--- config.mk ---
export PLATFORM = sky130hd
export DESIGN_NAME = prog_loader
export DESIGN_NICKNAME = d
export VERILOG_FILES = /design/src/rtl/ctrl_pkg.sv /design/src/rtl/prog_ram.sv /design/src/rtl/prog_loader.sv
export SDC_FILE = /design/constraint.sdc
export NUM_CORES = 1
export LEC_CHECK = 0
export ABC_AREA = 1
export ABC_CLOCK_PERIOD_IN_PS = 3800
export CAP_MARGIN = 20
export CORE_UTILIZATION = 45
export CTS_CLUSTER_SIZE = 12
export DETAILED_ROUTE_END_ITERATION = 10
export DONT_BUFFER_PORTS = 1
export REMOVE_ABC_BUFFERS = 1
export SLEW_MARGIN = 15
export SYNTH_ARGS = -nofsm -noshare
export SYNTH_HDL_FRONTEND = slang
export SYNTH_HIERARCHICAL = 1
export SYNTH_SLANG_ARGS = --single-unit
--- constraint.sdc ---
create_clock -name clk -period 3.8 [get_ports clk]
set_clock_uncertainty 0.1 [all_clocks]
set_input_delay 0.76 -clock clk [delete_from_list [all_inputs] [get_ports clk]]
set_output_delay 0.76 -clock clk [all_outputs]
set_load 0.05 [all_outputs]
--- src/rtl/ctrl_pkg.sv ---
// Shared widths, instruction-word sizing and loader FSM encoding for the controller slice.
package ctrl_pkg;

  localparam int DEF_VEC_ID_WIDTH       = 3;
  localparam int DEF_REGFILE_ADDR_WIDTH = 4;
  localparam int DEF_DATA_ADDR_WIDTH    = 6;
  localparam int DEF_INSTR_ADDR_WIDTH   = 5;

  // opcode(2) + vector id + two regfile addresses + three data/coef addresses
  function automatic int instr_width(input int vec_w, input int rf_w, input int da_w);
    return 2 + vec_w + 2 * rf_w + 3 * da_w;
  endfunction

  localparam int DEF_INSTR_WIDTH =
    instr_width(DEF_VEC_ID_WIDTH, DEF_REGFILE_ADDR_WIDTH, DEF_DATA_ADDR_WIDTH);
  localparam int DEF_PROG_SIZE = 2 ** DEF_INSTR_ADDR_WIDTH;

  typedef enum logic [1:0] {
    ST_IDLE  = 2'd0,
    ST_LOAD  = 2'd1,
    ST_READY = 2'd2,
    ST_ERR   = 2'd3
  } ldr_state_t;

endpackage

--- src/rtl/prog_ram.sv ---
// Program store: one write port, one enabled registered read port, no reset on contents.
// Read data updates one edge after rd_en and holds while rd_en is low.
module prog_ram #(
  parameter int ADDR_WIDTH = 5,
  parameter int DATA_WIDTH = 31
) (
  input  logic                  clk,
  input  logic                  wr_en,
  input  logic [ADDR_WIDTH-1:0] wr_addr,
  input  logic [DATA_WIDTH-1:0] wr_data,
  input  logic                  rd_en,
  input  logic [ADDR_WIDTH-1:0] rd_addr,
  output logic [DATA_WIDTH-1:0] rd_data
);

  logic [DATA_WIDTH-1:0] mem [2**ADDR_WIDTH];

  always_ff @(posedge clk) begin
    if (wr_en) mem[wr_addr] <= wr_data;
    if (rd_en) rd_data <= mem[rd_addr];
  end

endmodule

--- src/rtl/prog_loader.sv ---
// Loads a program over a valid/ready stream into prog_ram and serves controller fetches.
// Fetch latency 1; ld_ready is high only while loading, so the source stalls otherwise.
module prog_loader #(
  parameter int VEC_ID_WIDTH       = ctrl_pkg::DEF_VEC_ID_WIDTH,
  parameter int REGFILE_ADDR_WIDTH = ctrl_pkg::DEF_REGFILE_ADDR_WIDTH,
  parameter int DATA_ADDR_WIDTH    = ctrl_pkg::DEF_DATA_ADDR_WIDTH,
  parameter int INSTR_ADDR_WIDTH   = ctrl_pkg::DEF_INSTR_ADDR_WIDTH,
  localparam int INSTR_WIDTH =
    ctrl_pkg::instr_width(VEC_ID_WIDTH, REGFILE_ADDR_WIDTH, DATA_ADDR_WIDTH)
) (
  input  logic                        clk,
  input  logic                        rst,
  input  logic                        prog,
  input  logic                        ld_valid,
  output logic                        ld_ready,
  input  logic [INSTR_WIDTH-1:0]      ld_data,
  input  logic                        ld_last,
  input  logic                        fetch,
  input  logic [INSTR_ADDR_WIDTH-1:0] pc,
  output logic [INSTR_WIDTH-1:0]      instr_word,
  output logic [INSTR_ADDR_WIDTH:0]   prog_len,
  output logic                        loaded,
  output logic                        ovf_err
);

  import ctrl_pkg::*;

  localparam logic [INSTR_ADDR_WIDTH-1:0] PTR_MAX = '1;
  localparam logic [INSTR_ADDR_WIDTH-1:0] PTR_ONE = INSTR_ADDR_WIDTH'(1);
  localparam logic [INSTR_ADDR_WIDTH:0]   CNT_ONE = (INSTR_ADDR_WIDTH + 1)'(1);

  ldr_state_t                  state;
  logic                        prog_q;
  logic [INSTR_ADDR_WIDTH-1:0] wr_ptr;
  logic [INSTR_ADDR_WIDTH:0]   count;
  logic                        zero_sel;
  logic                        prog_rise;
  logic                        xfer;
  logic                        fetch_go;
  logic [INSTR_WIDTH-1:0]      ram_rd_data;

  assign ld_ready  = (state == ST_LOAD);
  assign xfer      = ld_valid & ld_ready;
  assign prog_rise = prog & ~prog_q;
  // A fresh load request pre-empts a fetch arriving in the same cycle.
  assign fetch_go  = (state == ST_READY) & fetch & ~prog_rise;

  // zero_sel masks the RAM output for out-of-range fetches and after reset.
  assign instr_word = zero_sel ? '0 : ram_rd_data;

  always_ff @(posedge clk or posedge rst) begin
    if (rst) begin
      state    <= ST_IDLE;
      prog_q   <= 1'b0;
      wr_ptr   <= '0;
      count    <= '0;
      prog_len <= '0;
      loaded   <= 1'b0;
      ovf_err  <= 1'b0;
      zero_sel <= 1'b1;
    end else begin
      prog_q <= prog;
      if (fetch_go) zero_sel <= ({1'b0, pc} >= prog_len);

      unique case (state)
        ST_IDLE, ST_READY, ST_ERR: begin
          if (prog_rise) begin
            state    <= ST_LOAD;
            wr_ptr   <= '0;
            count    <= '0;
            prog_len <= '0;
            loaded   <= 1'b0;
            ovf_err  <= 1'b0;
          end
        end
        ST_LOAD: begin
          if (xfer && ld_last) begin
            state    <= ST_READY;
            prog_len <= count + CNT_ONE;
            count    <= count + CNT_ONE;
            loaded   <= 1'b1;
            if (wr_ptr != PTR_MAX) wr_ptr <= wr_ptr + PTR_ONE;
          end else if (xfer && wr_ptr == PTR_MAX) begin
            // Last slot filled without a terminator: pointer stays put.
            state   <= ST_ERR;
            count   <= count + CNT_ONE;
            ovf_err <= 1'b1;
          end else if (!prog) begin
            state  <= ST_IDLE;
            wr_ptr <= '0;
            count  <= '0;
          end else if (xfer) begin
            wr_ptr <= wr_ptr + PTR_ONE;
            count  <= count + CNT_ONE;
          end
        end
        default: state <= ST_IDLE;
      endcase
    end
  end

  prog_ram #(
    .ADDR_WIDTH (INSTR_ADDR_WIDTH),
    .DATA_WIDTH (INSTR_WIDTH)
  ) u_ram (
    .clk     (clk),
    .wr_en   (xfer),
    .wr_addr (wr_ptr),
    .wr_data (ld_data),
    .rd_en   (fetch_go),
    .rd_addr (pc),
    .rd_data (ram_rd_data)
  );

endmodule

; Word level (Yosys, flattened, before mapping)
; Memory sizes are Yosys's and may differ from the RTL's. A register that Yosys moved wholly into a read port is not among the register bits.
; Cells that the tools add are included.
[op_classes]
n_addsub = 2
magnitude_cmp = 1
n_eq_ne = 14
n_mux = 29
bitwise_logic = 6
n_reduce_logical = 9
[op_table]
columns = operator, n
row1 = $mux 6, 6
row2 = $mux 31, 1
row3 = $mux 5, 6
row4 = $pmux 6 s2, 2
row5 = $pmux 5 s2, 1
row6 = $mux 2, 4
row7 = $ne 4x2->1 const B, 2
row8 = $add 6x1->6 const B, 1
row9 = $ge 5x6->1, 1
row10 = $mux 1, 6
row11 = $reduce_and 2->1, 3
row12 = $add 5x1->5 const B, 1
row13 = $eq 5x5->1 const B, 1
row14 = $ne 5x2->1 const B, 1
row15 = $ne 5x5->1 const B, 1
row16 = $and 1x1->1, 4
row17 = $eq 2x2->1 const B, 2
row18 = $ne 2x1->1 const B, 2
row19 = $ne 2x2->1 const B, 2
row20 = $pmux 1 s2, 2
row21 = $pmux 2 s2, 1
row22 = $reduce_and 4->1, 1
row23 = $ne 3x2->1 const B, 1
row24 = $ne 3x3->1 const B, 1
row25 = 6 further kinds, 8
[totals]
ff_bits = 23
ramBits = 992
inputBits = 42
out_inout_bits = 40
elab_cells = 70
memories = 1
[mem_list]
columns = name, words, width, read_ports, rd_ports_with_merged_regs, write_ports, line
row1 = u_ram.mem, 32, 31, 1, 1, 1, prog_ram.sv:16  ; logic [DATA_WIDTH-1:0] mem [2**ADDR_WIDTH];

; Longest topological paths before layout
[logic_depth]
word_depth = 7
depth_mapped = 11
ltp_nobuf = 10

; Hierarchy
; The synthesis kept the hierarchy.
[by_module_without_submodules]
columns = module, n_inst, cells_each, area_per_inst_um2, seq_area_each_um2
row1 = prog_ram, 1, 3426, 40990.6, 30719.5
row2 = prog_loader, 1, 241, 1586.5, 576.8

; Worst setup path after synthesis
; OpenSTA, ideal clock, no wires.
[synth_timing]
path_kind = input port to flip-flop
start = input port ld_valid
end = memory u_ram.mem[31][0], enable pin
setup_ps = 419
t_arrival_ps = 2590
required_ps = 3281
path_slack_ps = 691
path_stages = 4
n_path_buf = 0
path_cell_list = inv_1 nor2_1 nand3_1 nor2_1
[synth_between]
elab_chain_len = 3
[synth_lines]
columns = item, line
row1 = "start, declared", prog_loader.sv:14  ; input logic ld_valid,
row2 = $and 1x1->1, prog_loader.sv:43  ; assign xfer = ld_valid & ld_ready;
row3 = net xfer, prog_loader.sv:38  ; logic xfer;
row4 = $mux 1, prog_ram.sv:19  ; if (wr_en) mem[wr_addr] <= wr_data;
row5 = $mux 1 (implied by the code), prog_ram.sv:19
row6 = "end, declared", prog_ram.sv:16
; The timed path passes the listed nets, and every way through them passes these cells.

==> metrics.txt <==
Die X=310 um; Synthesis Warnings=6; Post-CTS Setup Inserts=0; largest net degree at the start of global routing=499; 1st-pass router iterations=5; commonest non-fill, non-tap cell in the layout=nand2_1; Antenna Cells=0; Setup crit start kind=input pin; post-layout min period=3.49 ns; Crit. End Element=register; GP Congestion=0.763; Final Power=25.0 mW; final net count=3701; max-slew violations=168; Vias=27000; setup violators final=0; wirelength, routed=109000 um; hold slack=0.0441 ns; Slew HR=-32.4%; Post-Syn Instances=3667; CP max stage delay=0.89 ns; initial antenna violation count=0; # rows=112; leakage=17.4 nW; CTS tree=built; GRT Total Usage=22.9%; Area contributors post-synth=edfxtp_1 (72%), nand2_1 (13%), nand3_1 (9.0%); Synth Cell Area=42600 um^2; slowest CP cell=inv_8; Worst Setup Path Type=in -> reg; Fmax=286 MHz; outcome=finished with violations; first-pass GRT wire length=162000 um; commonest non-fill, non-tap cells in the layout=nand2_1 (1458), edfxtp_1 (1023), nand3_1 (767), clkbuf_16 (107), buf_4 (68); DP Wirelength=54100 um; Worst-path clk slew=0.06 ns; die height=310 um; CTS Buffer Depth=3; Hold Fails Final Rpt=0; Netlist cell types=28; CP arrival=3.94 ns; Starting DRT DRC Count=2624; P&R area growth vs syn=11.6%; Starting Density=45.6%; Congestion Overflow GR=0; H-Tree Depth=3; Req. time, crit path=4.25 ns; fin crit share=91.9%; port bufs=0; Max Cap Viol=0; CTS buffer count=107; fraction of layout instances using a drive strength above 1=7.43%; fin worst setup slack=0.309 ns; R2R Path Start=state[0]$_DFFE_PP0P_; WL per Instance=21.9 um; CORE AREA=93500 um^2; post_cts resized=0; CP most frequent cell=nand2_1; post-synthesis sequential area ratio=73.5%; ANT nets after route=0; Worst-Margin Slew=1.99 ns; mean post-synth cell area=11.6 um^2; drc violations=0; Critical Path Start=pc[0]; Placement Setup Slack=1.01 ns; CP Cell Sequence=inv_8 > buf_12 > nand2_1 > nand3_1 > nand3_1 > nand2_1 > nand2_1 > nand2_1 > nand2_1 > nand2_1; largest area contributor in the netlist=edfxtp_1; Fillers=8065; RSZ-0062 raised after global routing=false; crit-path max FO=498; full die area=95800 um^2; io pins=82; #FFs+latches synth=1046; pwr/cell area=525 nW/um^2; Clock Latency Late Sink=0.70 ns; failing checks=max-slew violations; Via density=5.43; vias in the first global route=25400; Worst VDD drop=0.410 mV; clk root buf=clkbuf_16; Clock Sinks=1046; Yosys top cell area share=72.2%; worst min path class=in -> async
==> synth_stat cells (all sizes together) <==
| cell type | instances |
|---|---|
| nand4 | 2 |
| or2 | 1 |
| dfstp | 1 |
| o21bai | 1 |
| nand3 | 768 |
| nand2 | 1463 |
| clkbuf | 28 |
| xor2 | 1 |
| a21oi | 3 |
| inv | 65 |
| edfxtp | 1023 |
| xnor2 | 1 |
| ha | 8 |
| buf | 186 |
| nor3 | 1 |
| o21ai | 12 |
| nor2 | 81 |
| dfrtp | 22 |
==> registers in the layout (all words and copies together), names as in the netlist <==
register	count
u_ram/mem	992
prog_len	6
loaded	1
zero_sel	1
wr_ptr	5
state	2
u_ram/rd_data	31
prog_q	1
count	6
ovf_err	1
==> critical path: cells and delay by family <==
kind                   cells  cell delay (ns)
buffers and inverters      2             1.33
and+or+nand+nor            8             0.67
==> final timing paths <==
check / slack (ns) / cells after the start / end
hold reg to reg: 0.42 / 2 / count[5]$_DFFE_PP0P_
min in group clk: 0.06 / 0 / u_ram/mem[4][9]$_DFFE_PP_
setup reg to reg: 1.04 / 6 / u_ram/mem[28][7]$_DFFE_PP_
max in group asynchronous: 3.00 / 1 / wr_ptr[2]$_DFFE_PP0P_
setup / recovery: 0.31 / 10 / u_ram/rd_data[25]$_DFFE_PP_
hold / removal: 0.04 / 1 / prog_len[0]$_DFFE_PP0P_
==> metal layers <==
metal | GRT usage [%] | wire, um
met5 | 0 | 0
met4 | 7.71 | 3000
met3 | 3.62 | 8260
met2 | 35.9 | 50400
met1 | 32.8 | 47700
==> where the power goes <==
group          internal (mW)  switching, mW  total [mW]
clock network           5.62           4.30        9.92
logic                  0.490           1.44        1.93
registers               12.9          0.192        13.1
==> cell families after synthesis <==
logic type	share of synthesized area (%)
and+or+nand+nor	22.8
xor gates and xnor gates	0.0411
buffers and inverters	3.19
DFF	73.5
AOI/OAI and AO/OA	0.194
adders and majority gates	0.235
==> repair_timing <==
action	CTS	global route
setup endpoints to repair	0	0
endpoints found under the hold margin	1	0
hold buffers	1	0
==> layout make-up <==
class / count / area, um^2 / area share (%)
clock buffers: 146 / 2860 / 6.03
clock inverters: 41 / 439 / 0.924
inverters: 65 / 265 / 0.558
multi-input cells: 2342 / 10200 / 21.4
flip-flops and latches: 1046 / 31300 / 65.8
well taps: 1254 / 1570 / 3.30
repair buffers: 89 / 921 / 1.94
==> through the flow <==
| step | utilization, % | TNS, ns | std cells | instance area [um^2] |
|---|---|---|---|---|
| final | 50.8 | 0 | 4983 | 47500 |
| after global routing | 50.8 | 0 | 4983 | 47500 |
| after CTS | 50.8 | 0 | 4983 | 47500 |
| after detailed placement | 47.3 | 0 | 4795 | 44200 |
| after global placement | 47.3 | 0 | 4795 | 44200 |
| after floorplan | - | -46.51 | 3453 | 41500 |
(Power assumes the default switching activity.)
